==> config.mk <==
export PLATFORM = sky130hd
export DESIGN_NAME = mips_multicycle_control_flat
export DESIGN_NICKNAME = d
export VERILOG_FILES = /design/src/rtl/mips_multicycle_control_pkg.sv /design/src/rtl/mips_multicycle_control_if.sv /design/src/rtl/mips_multicycle_control_alu_decoder.sv /design/src/rtl/mips_multicycle_control.sv /design/src/flat_wrapper.sv
export SDC_FILE = /design/constraint.sdc
export NUM_CORES = 1
export LEC_CHECK = 0
export ABC_AREA = 1
export CAP_MARGIN = 30
export CORE_MARGIN = 2
export CORE_UTILIZATION = 29
export DETAILED_ROUTE_END_ITERATION = 10
export HOLD_SLACK_MARGIN = 0.05
export SYNTH_ARGS = -nofsm -noshare
export SYNTH_HDL_FRONTEND = slang
export SYNTH_SLANG_ARGS = --single-unit
==> constraint.sdc <==
create_clock -name clk -period 2.45 [get_ports clk]
set_clock_uncertainty 0.2 [all_clocks]
set_input_delay 0.3675 -clock clk [delete_from_list [all_inputs] [get_ports clk]]
set_output_delay 0.3675 -clock clk [all_outputs]
set_load 0.05 [all_outputs]
==> src/rtl/mips_multicycle_control_pkg.sv <==
// ----------------------------------------------------------------------------
// mips_multicycle_control_pkg
// Shared constants and types for the multicycle MIPS control unit: opcode and
// funct encodings, ALU function codes, the controller state enumeration, the
// alu_src_b / pc_src mux encodings and the alu_op codes passed from the FSM to
// the ALU decoder.
// ----------------------------------------------------------------------------
package mips_multicycle_control_pkg;

    // Opcodes (instruction[31:26])
    localparam logic [5:0] OP_RTYPE = 6'b000000;
    localparam logic [5:0] OP_LW    = 6'b100011;
    localparam logic [5:0] OP_SW    = 6'b101011;
    localparam logic [5:0] OP_BEQ   = 6'b000100;
    localparam logic [5:0] OP_ADDI  = 6'b001000;
    localparam logic [5:0] OP_J     = 6'b000010;

    // R-type funct codes (instruction[5:0])
    localparam logic [5:0] FUNCT_ADD = 6'b100000;
    localparam logic [5:0] FUNCT_SUB = 6'b100010;
    localparam logic [5:0] FUNCT_AND = 6'b100100;
    localparam logic [5:0] FUNCT_OR  = 6'b100101;
    localparam logic [5:0] FUNCT_SLT = 6'b101010;

    // ALU function codes understood by the datapath ALU.
    // Bit 2 inverts B into the adder, bit 1 selects arithmetic,
    // bit 0 selects the AND/SLT branch.
    localparam logic [2:0] ALU_OR  = 3'b000;
    localparam logic [2:0] ALU_AND = 3'b001;
    localparam logic [2:0] ALU_ADD = 3'b010;
    localparam logic [2:0] ALU_SUB = 3'b110;
    localparam logic [2:0] ALU_SLT = 3'b111;

    // alu_op from the FSM to the ALU decoder. ALUOP_NONE is used in states
    // where the ALU result is unused, so alu_control idles at all-zero.
    localparam logic [1:0] ALUOP_ADD   = 2'b00;
    localparam logic [1:0] ALUOP_SUB   = 2'b01;
    localparam logic [1:0] ALUOP_FUNCT = 2'b10;
    localparam logic [1:0] ALUOP_NONE  = 2'b11;

    // ALU B-operand select
    localparam logic [1:0] SRCB_B       = 2'b00;
    localparam logic [1:0] SRCB_FOUR    = 2'b01;
    localparam logic [1:0] SRCB_IMM     = 2'b10;
    localparam logic [1:0] SRCB_IMM_SH2 = 2'b11;

    // Next-PC source select
    localparam logic [1:0] PCSRC_ALU    = 2'b00;
    localparam logic [1:0] PCSRC_ALUOUT = 2'b01;
    localparam logic [1:0] PCSRC_JUMP   = 2'b10;

    typedef enum logic [3:0] {
        S_RESET,
        S_FETCH,
        S_DECODE,
        S_MEMADR,
        S_MEMRD,
        S_MEMWB,
        S_MEMWR,
        S_EXECUTE,
        S_ALUWB,
        S_BRANCH,
        S_ADDIEX,
        S_ADDIWB,
        S_JUMP
    } state_t;

endpackage

==> src/rtl/mips_multicycle_control_if.sv <==
// ----------------------------------------------------------------------------
// mips_multicycle_control_if
// Bundle between the control unit and the multicycle datapath.
//   op, funct, zero          : datapath -> control (instruction fields, ALU flag)
//   pc_en .. alu_control     : control -> datapath (enables and mux selects)
// Modport master is the control unit, slave is the datapath.
// ----------------------------------------------------------------------------
interface mips_multicycle_control_if;

    logic [5:0] op;
    logic [5:0] funct;
    logic       zero;

    logic       pc_en;
    logic       iord;
    logic       mem_write;
    logic       ir_write;
    logic       mem_to_reg;
    logic       reg_dst;
    logic       reg_write;
    logic       alu_src_a;
    logic [1:0] alu_src_b;
    logic [1:0] pc_src;
    logic [2:0] alu_control;

    modport master (
        input  op, funct, zero,
        output pc_en, iord, mem_write, ir_write, mem_to_reg, reg_dst,
               reg_write, alu_src_a, alu_src_b, pc_src, alu_control
    );

    modport slave (
        output op, funct, zero,
        input  pc_en, iord, mem_write, ir_write, mem_to_reg, reg_dst,
               reg_write, alu_src_a, alu_src_b, pc_src, alu_control
    );

endinterface

==> src/rtl/mips_multicycle_control_alu_decoder.sv <==
// ----------------------------------------------------------------------------
// alu_decoder
// Combinational translation of the FSM's alu_op and the instruction funct
// field into the 3-bit ALU function code.
//   funct       in  6  instruction[5:0]
//   alu_op      in  2  00 add, 01 sub, 10 decode funct, 11 idle
//   alu_control out 3  ALU function code
// ----------------------------------------------------------------------------
module alu_decoder
    import mips_multicycle_control_pkg::*;
(
    input  logic [5:0] funct,
    input  logic [1:0] alu_op,
    output logic [2:0] alu_control
);

    // Unrecognised funct values fall back to add so they behave like addu.
    always_comb begin
        alu_control = ALU_OR;
        case (alu_op)
            ALUOP_ADD: alu_control = ALU_ADD;
            ALUOP_SUB: alu_control = ALU_SUB;
            ALUOP_FUNCT: begin
                case (funct)
                    FUNCT_ADD: alu_control = ALU_ADD;
                    FUNCT_SUB: alu_control = ALU_SUB;
                    FUNCT_AND: alu_control = ALU_AND;
                    FUNCT_OR:  alu_control = ALU_OR;
                    FUNCT_SLT: alu_control = ALU_SLT;
                    default:   alu_control = ALU_ADD;
                endcase
            end
            default: alu_control = ALU_OR;
        endcase
    end

endmodule

==> src/rtl/mips_multicycle_control.sv <==
// ----------------------------------------------------------------------------
// mips_multicycle_control
// Moore control FSM for the multicycle MIPS datapath. Steps each instruction
// through fetch / decode / execute / memory / writeback and drives every
// datapath enable and mux select.
//   clk      in   rising-edge clock
//   reset_n  in   synchronous active-low reset
//   ctrl     master modport of mips_multicycle_control_if
//            (op, funct, zero in; pc_en, iord, mem_write, ir_write,
//             mem_to_reg, reg_dst, reg_write, alu_src_a, alu_src_b, pc_src,
//             alu_control out)
// ----------------------------------------------------------------------------
module mips_multicycle_control
    import mips_multicycle_control_pkg::*;
(
    input  logic clk,
    input  logic reset_n,
    mips_multicycle_control_if.master ctrl
);

    state_t     state;
    state_t     next_state;
    logic       is_load;

    logic       pc_write;
    logic       branch;
    logic       iord;
    logic       mem_write;
    logic       ir_write;
    logic       mem_to_reg;
    logic       reg_dst;
    logic       reg_write;
    logic       alu_src_a;
    logic [1:0] alu_src_b;
    logic [1:0] pc_src;
    logic [1:0] alu_op;
    logic [2:0] alu_control;

    // State register. The lw/sw distinction is captured while in DECODE so
    // that MEMADR does not depend on op still being held stable.
    always_ff @(posedge clk) begin
        if (!reset_n) begin
            state   <= S_RESET;
            is_load <= 1'b0;
        end else begin
            state <= next_state;
            if (state == S_DECODE) begin
                is_load <= (ctrl.op == OP_LW);
            end
        end
    end

    // Next-state and Moore outputs.
    always_comb begin
        next_state = state;
        pc_write   = 1'b0;
        branch     = 1'b0;
        iord       = 1'b0;
        mem_write  = 1'b0;
        ir_write   = 1'b0;
        mem_to_reg = 1'b0;
        reg_dst    = 1'b0;
        reg_write  = 1'b0;
        alu_src_a  = 1'b0;
        alu_src_b  = SRCB_B;
        pc_src     = PCSRC_ALU;
        alu_op     = ALUOP_NONE;

        case (state)
            S_RESET: begin
                next_state = S_FETCH;
            end
            S_FETCH: begin
                ir_write   = 1'b1;
                pc_write   = 1'b1;
                alu_src_b  = SRCB_FOUR;
                alu_op     = ALUOP_ADD;
                next_state = S_DECODE;
            end
            S_DECODE: begin
                // Branch target is precomputed here into ALUOut.
                alu_src_b = SRCB_IMM_SH2;
                alu_op    = ALUOP_ADD;
                case (ctrl.op)
                    OP_LW, OP_SW: next_state = S_MEMADR;
                    OP_RTYPE:     next_state = S_EXECUTE;
                    OP_BEQ:       next_state = S_BRANCH;
                    OP_ADDI:      next_state = S_ADDIEX;
                    OP_J:         next_state = S_JUMP;
                    default:      next_state = S_FETCH;
                endcase
            end
            S_MEMADR, S_ADDIEX: begin
                alu_src_a = 1'b1;
                alu_src_b = SRCB_IMM;
                alu_op    = ALUOP_ADD;
                if (state == S_ADDIEX) begin
                    next_state = S_ADDIWB;
                end else begin
                    next_state = is_load ? S_MEMRD : S_MEMWR;
                end
            end
            S_MEMRD: begin
                iord       = 1'b1;
                next_state = S_MEMWB;
            end
            S_MEMWB: begin
                reg_write  = 1'b1;
                mem_to_reg = 1'b1;
                next_state = S_FETCH;
            end
            S_MEMWR: begin
                iord       = 1'b1;
                mem_write  = 1'b1;
                next_state = S_FETCH;
            end
            S_EXECUTE: begin
                alu_src_a  = 1'b1;
                alu_op     = ALUOP_FUNCT;
                next_state = S_ALUWB;
            end
            S_ALUWB: begin
                reg_write  = 1'b1;
                reg_dst    = 1'b1;
                next_state = S_FETCH;
            end
            S_ADDIWB: begin
                reg_write  = 1'b1;
                next_state = S_FETCH;
            end
            S_BRANCH: begin
                alu_src_a  = 1'b1;
                branch     = 1'b1;
                pc_src     = PCSRC_ALUOUT;
                alu_op     = ALUOP_SUB;
                next_state = S_FETCH;
            end
            S_JUMP: begin
                pc_write   = 1'b1;
                pc_src     = PCSRC_JUMP;
                next_state = S_FETCH;
            end
            default: begin
                next_state = S_RESET;
            end
        endcase
    end

    alu_decoder u_alu_decoder (
        .funct       (ctrl.funct),
        .alu_op      (alu_op),
        .alu_control (alu_control)
    );

    // zero only matters while branch is high, so pc_en stays low in RESET.
    assign ctrl.pc_en       = pc_write | (branch & ctrl.zero);
    assign ctrl.iord        = iord;
    assign ctrl.mem_write   = mem_write;
    assign ctrl.ir_write    = ir_write;
    assign ctrl.mem_to_reg  = mem_to_reg;
    assign ctrl.reg_dst     = reg_dst;
    assign ctrl.reg_write   = reg_write;
    assign ctrl.alu_src_a   = alu_src_a;
    assign ctrl.alu_src_b   = alu_src_b;
    assign ctrl.pc_src      = pc_src;
    assign ctrl.alu_control = alu_control;

endmodule

==> src/flat_wrapper.sv <==
// flat-port wrapper written by rule: the top's interface ports become plain ports
module mips_multicycle_control_flat import mips_multicycle_control_pkg::*;
  (clk, reset_n, ctrl_op, ctrl_funct, ctrl_zero, ctrl_pc_en, ctrl_iord, ctrl_mem_write, ctrl_ir_write, ctrl_mem_to_reg, ctrl_reg_dst, ctrl_reg_write, ctrl_alu_src_a, ctrl_alu_src_b, ctrl_pc_src, ctrl_alu_control);
  mips_multicycle_control_if ctrl_i ();
  input  logic clk;
  input  logic reset_n;
  input wire logic [$bits(ctrl_i.op)-1:0] ctrl_op;
  input wire logic [$bits(ctrl_i.funct)-1:0] ctrl_funct;
  input wire logic [$bits(ctrl_i.zero)-1:0] ctrl_zero;
  output wire logic [$bits(ctrl_i.pc_en)-1:0] ctrl_pc_en;
  output wire logic [$bits(ctrl_i.iord)-1:0] ctrl_iord;
  output wire logic [$bits(ctrl_i.mem_write)-1:0] ctrl_mem_write;
  output wire logic [$bits(ctrl_i.ir_write)-1:0] ctrl_ir_write;
  output wire logic [$bits(ctrl_i.mem_to_reg)-1:0] ctrl_mem_to_reg;
  output wire logic [$bits(ctrl_i.reg_dst)-1:0] ctrl_reg_dst;
  output wire logic [$bits(ctrl_i.reg_write)-1:0] ctrl_reg_write;
  output wire logic [$bits(ctrl_i.alu_src_a)-1:0] ctrl_alu_src_a;
  output wire logic [$bits(ctrl_i.alu_src_b)-1:0] ctrl_alu_src_b;
  output wire logic [$bits(ctrl_i.pc_src)-1:0] ctrl_pc_src;
  output wire logic [$bits(ctrl_i.alu_control)-1:0] ctrl_alu_control;
  assign ctrl_i.op = ctrl_op;
  assign ctrl_i.funct = ctrl_funct;
  assign ctrl_i.zero = ctrl_zero;
  assign ctrl_pc_en = ctrl_i.pc_en;
  assign ctrl_iord = ctrl_i.iord;
  assign ctrl_mem_write = ctrl_i.mem_write;
  assign ctrl_ir_write = ctrl_i.ir_write;
  assign ctrl_mem_to_reg = ctrl_i.mem_to_reg;
  assign ctrl_reg_dst = ctrl_i.reg_dst;
  assign ctrl_reg_write = ctrl_i.reg_write;
  assign ctrl_alu_src_a = ctrl_i.alu_src_a;
  assign ctrl_alu_src_b = ctrl_i.alu_src_b;
  assign ctrl_pc_src = ctrl_i.pc_src;
  assign ctrl_alu_control = ctrl_i.alu_control;
  mips_multicycle_control u_core (.clk(clk), .reset_n(reset_n), .ctrl(ctrl_i));
endmodule
==> flow_summary_export.csv, run 1 <==
group,metric,value,unit
outcome,outcome,"complete, no violations",
timing,finalSetupViolations,0,
critical_path,cp-endpoint,"ctrl_pc_src[1]",
critical_path,cp_cell_sequence,"inv_1 -> nor3_2 -> clkdlybuf4s50_1",
run,maxCapViolations,0,
layout,nets,145,
hold_path,hold_path_class,"flip-flop to flip-flop",
place,io_buffers,29,
clock_network,ctsResizeCount,0,
die,die_x,46.2,µm
critical_path,cp-startpoint,"u_core.state[3]",
place,dpl_cell_area,832,µm²
critical_path,slowest_stage,"clkdlybuf4s50_1",
clock_network,path_clk_slew,0.04,ns
power,ir_worst_vdd,0.000426,V
power,p_clk_frac,0.207,
detailed_routing,dr.pass1.iters,4,
power,leakagePower,0.415,nW
synth,yosysTopAreaCell,"dfxtp_1",
clock_network,numClockSinks,5,
place,post-place-ws,0.361,ns
layout,diodes,0,
synth,syn_nets,111,
critical_path,crit_fanout,5,
timing,tightest_slew,0.493,ns
clock_network,cts_hold_buf,0,
critical_path,critical-path-max-stage-delay,0.83,ns
die,core,1710,µm²
global_routing,grt_start_max_net_pins,8,
detailed_routing,detail-route-antenna-nets,0,
layout,utilization,0.503,
clock_network,cts_buffers,3,
critical_path,ff2ff_path_depth,5,
detailed_routing,via_count,679,
global_routing,antenna_found_initial,0,
synth,yosys.cell_count.top_type,"nor2_1",
power,power,423,µW
layout,area_growth,66.5,%
power,swShare,0.454,
detailed_routing,routedWlPerCell,8.56,µm
power,p_sw,192,µW
power,internal-power,231,µW
place,gp_congestion,0.711,
synth,synth_cell_type_count,15,
synth,yosysSeqAreaShare,0.194,
global_routing,grt_pass1_vias,513,
clock_network,cts_setup_buffers,0,
timing,fin_crit_sh,0.932,
die,fp.dieH,46.2,µm
timing,period_minus_slack,2.28,ns
global_routing,use_met1,0.126,
global_routing,met3_usage,0,
timing,hold_violations,0,
synth,synth.avg_cell_area,5.37,µm²
global_routing,grt_use_total,0.115,
power,p_seq_frac,0.231,
global_routing,grt_util_met2,0.242,
detailed_routing,viasPerCell,4.41,
critical_path,startpoint_type,"flip-flop",
die,die-area,2130,µm²
layout,design_area,858,µm²
synth,syn_area,515,µm²
synth,synth_top_flop_cell,"dfxtp_1",
timing,max_freq,438,MHz
clock_network,root_buffer,"clkbuf_4",
synth,syn_inst,96,
detailed_routing,drtIter0Drc,6,
timing,rsz0062_at_grt,"false",
global_routing,top_usage_layer,"met2",
power,comb_power_share,0.562,
die,ios,30,
critical_path,worstPathArrival,1.72,ns
clock_network,cts_tree,"yes",
synth,synth.cells.most_frequent,"nor2_1 (20), inv_1 (19), nand2_1 (19), a21oi_1 (8), nand3_1 (8)",
synth,synthArstFlopShare,0,
power,power_density,493,nW/µm²
synth,synth_seq_cells,5,
synth,yosysWarnings,0,
die,rows,15,
global_routing,gr-total-overflow,0,
place,dp_hpwl,1170,µm
layout,drive_gt1_frac,0.178,
timing,slew_headroom,0.670,
detailed_routing,routed_wl,1320,µm
critical_path,cp-end-kind,"output port",
critical_path,r2r_setup_slack,1.11,ns
timing,slew_viol_final,0,
critical_path,r2r-end,"u_core.state[3]",
clock_network,clock_path_buffers,2,
die,initial_core_util,0.302,
critical_path,cp.required,1.88,ns
timing,tns,0,ns
critical_path,r2r_start,"u_core.state[3]",
detailed_routing,drc,0,
synth,synth_enable_flop_cells,0,
timing,fin_ws,0.167,ns
clock_network,clkLatencyLatePin,0.23,ns
synth,synth_top_area_frac,0.194,
clock_network,htree_levels,1,
synth,yosys-top-cells-area,"dfxtp_1 (19%), nor2_1 (15%), inv_1 (14%), nand2_1 (14%), a21oi_1 (7.8%)",
critical_path,path_class,"flip-flop to output port",
global_routing,grt_pass1_wl,1870,µm
power by group through the flow:
stage / registers (mW) / logic, mW / clock network (mW)
2_1_floorplan: 0.0973 / 0.163 / 0
3_3_place_gp: 0.0989 / 0.241 / 0
3_5_place_dp: 0.0987 / 0.240 / 0
4_1_cts: 0.0975 / 0.241 / 0.0895
5_1_grt: 0.0994 / 0.255 / 0.0939
6_report: 0.0976 / 0.238 / 0.0877
critical path, delay by kind of cell, from the launching register on:
kind / cells / cell delay (ns)
buffers and inverters: 2 / 0.95
DFF: 1 / 0.34
and+or+nand+nor: 1 / 0.21
how the worst min path moves through the flow:
stage                   startpoint              to  cells after the start
floorplan           u_core.is_load  u_core.is_load                      2
global placement    u_core.is_load  u_core.is_load                      2
detailed placement  u_core.is_load  u_core.is_load                      2
CTS                 u_core.is_load  u_core.is_load                      2
global route        u_core.is_load  u_core.is_load                      2
finish              u_core.is_load  u_core.is_load                      2
layout by cell type, fill, tap and decap left out, types with 3 or more instances in the layout:
| cell | synthesis | layout |
|---|---|---|
| nand2_1 | 19 | 19 |
| nand3_1 | 8 | 8 |
| buf_4 | 0 | 12 |
| clkbuf_4 | 0 | 3 |
| inv_1 | 19 | 19 |
| o21ai_0 | 5 | 4 |
| clkdlybuf4s50_1 | 0 | 15 |
| a21oi_1 | 8 | 8 |
| dfxtp_1 | 5 | 5 |
| nor2_1 | 20 | 20 |
stage by stage:
stage	instances	hold WS [ns]
floorplan	96	0.305
global placement	150	0.343
detailed placement	150	0.350
CTS	154	0.353
global route	154	0.398
finish	154	0.358
registers in the layout, indices dropped and copies added, names as in the netlist:
name            flops
u_core.state        4
u_core.is_load      1
logic make-up after synthesis:
group                  after synthesis  synth area share
flip-flops                           5             0.194
buffers and inverters               19             0.138
AO/OA/AOI/OAI                       16             0.175
AND/OR/NAND/NOR                     56             0.493
layer usage:
layer	up-vias	share of wire
li1	376	-
met3	0	0.046
met1	284	0.45
met4	0	0
met2	19	0.51
met5	-	0
area by class of cell:
type | count | area (µm²)
Fill cell | 188 | 850
Multi-Input combinational cell | 72 | 349
Timing Repair Buffer | 29 | 280
Sequential cell | 5 | 100
Inverter | 19 | 71.3
Tap cell | 25 | 31.3
Clock buffer | 4 | 26.3
No activity file was read; power rests on OpenSTA's default activity.
==> inputs of run 2 (changes only) <==
--- a/config.mk
+++ b/config.mk
@@ -6,8 +6,8 @@
 export NUM_CORES = 1
 export LEC_CHECK = 0
 export ABC_AREA = 1
+export ABC_CLOCK_PERIOD_IN_PS = 2450
 export CAP_MARGIN = 30
-export CORE_MARGIN = 2
 export CORE_UTILIZATION = 29
 export DETAILED_ROUTE_END_ITERATION = 10
 export HOLD_SLACK_MARGIN = 0.05
==> run 2 against run 1 <==
  * The run now ends with design-rule violations left
  * Combinational power hardly changed
  * Worst hold slack better by 0.019 ns
  * Setup slack worse by 0.052 ns
  * Sequential power hardly changed
  * Die area is 8.5% lower
  * Via count is 3.4% higher
  * Critical endpoint unchanged
==> flow_summary_export.csv, run 2 (synthesis gave the netlist of run 1 again) <==
group,metric,value,unit
power,p_sw,200,µW
power,comb_power_share,0.555,
detailed_routing,detail-route-antenna-nets,0,
die,ios,30,
clock_network,cts_hold_buf,0,
die,core,1580,µm²
critical_path,startpoint_type,"flip-flop",
timing,period_minus_slack,2.34,ns
power,p_clk_frac,0.219,
detailed_routing,routed_wl,1390,µm
die,die-area,1950,µm²
place,dpl_cell_area,823,µm²
layout,nets,145,
global_routing,grt_pass1_wl,2190,µm
critical_path,cp.required,1.88,ns
global_routing,grt_use_total,0.148,
layout,largestRegisters,"u_core.state: 4 flops, u_core.is_load: 1 flops",
run,maxCapViolations,0,
clock_network,cts_buffers,3,
timing,rsz0062_at_grt,"false",
clock_network,cts_tree,"yes",
layout,utilization,0.540,
timing,max_freq,428,MHz
timing,finalSetupViolations,0,
layout,area_growth,65.3,%
layout,drive_gt1_frac,0.171,
place,dp_hpwl,1160,µm
place,numPlacedInstances,141,
clock_network,clkLatencyLatePin,0.24,ns
clock_network,clock_path_buffers,2,
global_routing,antenna_found_initial,0,
critical_path,worstPathArrival,1.77,ns
detailed_routing,via_count,702,
die,rows,14,
clock_network,path_clk_slew,0.04,ns
global_routing,grt_start_max_net_pins,8,
die,die_x,44.2,µm
critical_path,crit_fanout,4,
power,power,432,µW
clock_network,htree_levels,1,
place,gp_congestion,0.737,
clock_network,numClockSinks,5,
power,power_density,508,nW/µm²
timing,fin_crit_sh,0.953,
timing,slew_headroom,0.658,
layout,diodes,0,
power,leakagePower,0.427,nW
layout,regMostFlops,"u_core.state",
critical_path,path_class,"flip-flop to output port",
hold_path,hold_path_class,"flip-flop to flip-flop",
timing,hold_slack,0.377,ns
clock_network,root_buffer,"clkbuf_4",
detailed_routing,viasPerCell,4.84,
clock_network,cts_setup_buffers,0,
die,initial_core_util,0.327,
layout,final_cell_mix,"nor2_1 (20), inv_1 (19), nand2_1 (19)",
layout,largest_register_ffs,4,
outcome,violations,"design-rule violations",
global_routing,gr-total-overflow,0,
timing,tns,0,ns
power,swShare,0.463,
die,fp.dieH,44.2,µm
detailed_routing,routedWlPerCell,9.57,µm
power,ir_worst_vdd,0.000333,V
outcome,outcome,"finished, violations left",
detailed_routing,drtIter0Drc,20,
global_routing,grt_pass1_vias,568,
layout,design_area,852,µm²
power,p_seq_frac,0.225,
layout,fin_cells,145,
detailed_routing,dr.pass1.iters,7,
place,io_buffers,29,
power,internal-power,232,µW
detailed_routing,drc,3,
timing,tightest_slew,0.512,ns
place,post-place-ws,0.292,ns
timing,slew_viol_final,0,
critical_path,cp-end-kind,"output port",
timing,hold_violations,0,
timing,fin_ws,0.114,ns
layout,final_common_cell,"nor2_1",
-- run 2: cell count changes in the layout (fill, tap and decap cells not counted) --
cell | previous run | this run
buf_4 | 12 | 11
dlymetal6s2s_1 | 0 | 1
-- run 2: per-layer routing --
layer	GRT usage	vias to the layer above	part of all wire
met5	0	-	0
met4	0.0545	0	0.010
met3	0.0122	3	0.068
met2	0.285	22	0.50
met1	0.166	305	0.42
li1	-	372	-
-- run 2: path summary, 6_finish.rpt --
path	cells past startpoint	to	slack [ns]	start
setup reg to reg	6	u_core.state[0]	1.12	u_core.state[1]
hold / removal	2	u_core.is_load	0.38	u_core.is_load
setup / recovery	3	ctrl_pc_src[1]	0.11	u_core.state[2]
hold reg to reg	2	u_core.is_load	0.38	u_core.is_load
-- run 2: worst max-delay path, cell delays in order (launching register included) --
cell and delay (ns):
dfxtp_1 0.36, inv_1 0.11, nor3_2 0.21, clkdlybuf4s50_1 0.84
-- run 2: power groups by stage --
stage               Combinational [mW]  Sequential (mW)  Clock (mW)
floorplan                        0.163           0.0973           0
global placement                 0.241           0.0987           0
detailed placement               0.241           0.0988           0
CTS                              0.242           0.0975      0.0967
global route                     0.258           0.0987       0.104
finish                           0.240           0.0975      0.0947
-- run 2: cell type report --
cell class | instances | area [µm²]
clock buffer | 4 | 26.3
fill | 158 | 724
inverter | 19 | 71.3
multi-input combinational | 72 | 349
sequential | 5 | 100
tap | 16 | 20.0
timing repair buffer | 29 | 285
-- run 2: repair_timing --
action                                  CTS  global route
endpoints found under the hold margin     0             0
endpoints found under the setup margin    0             1
resized for setup                         0             1
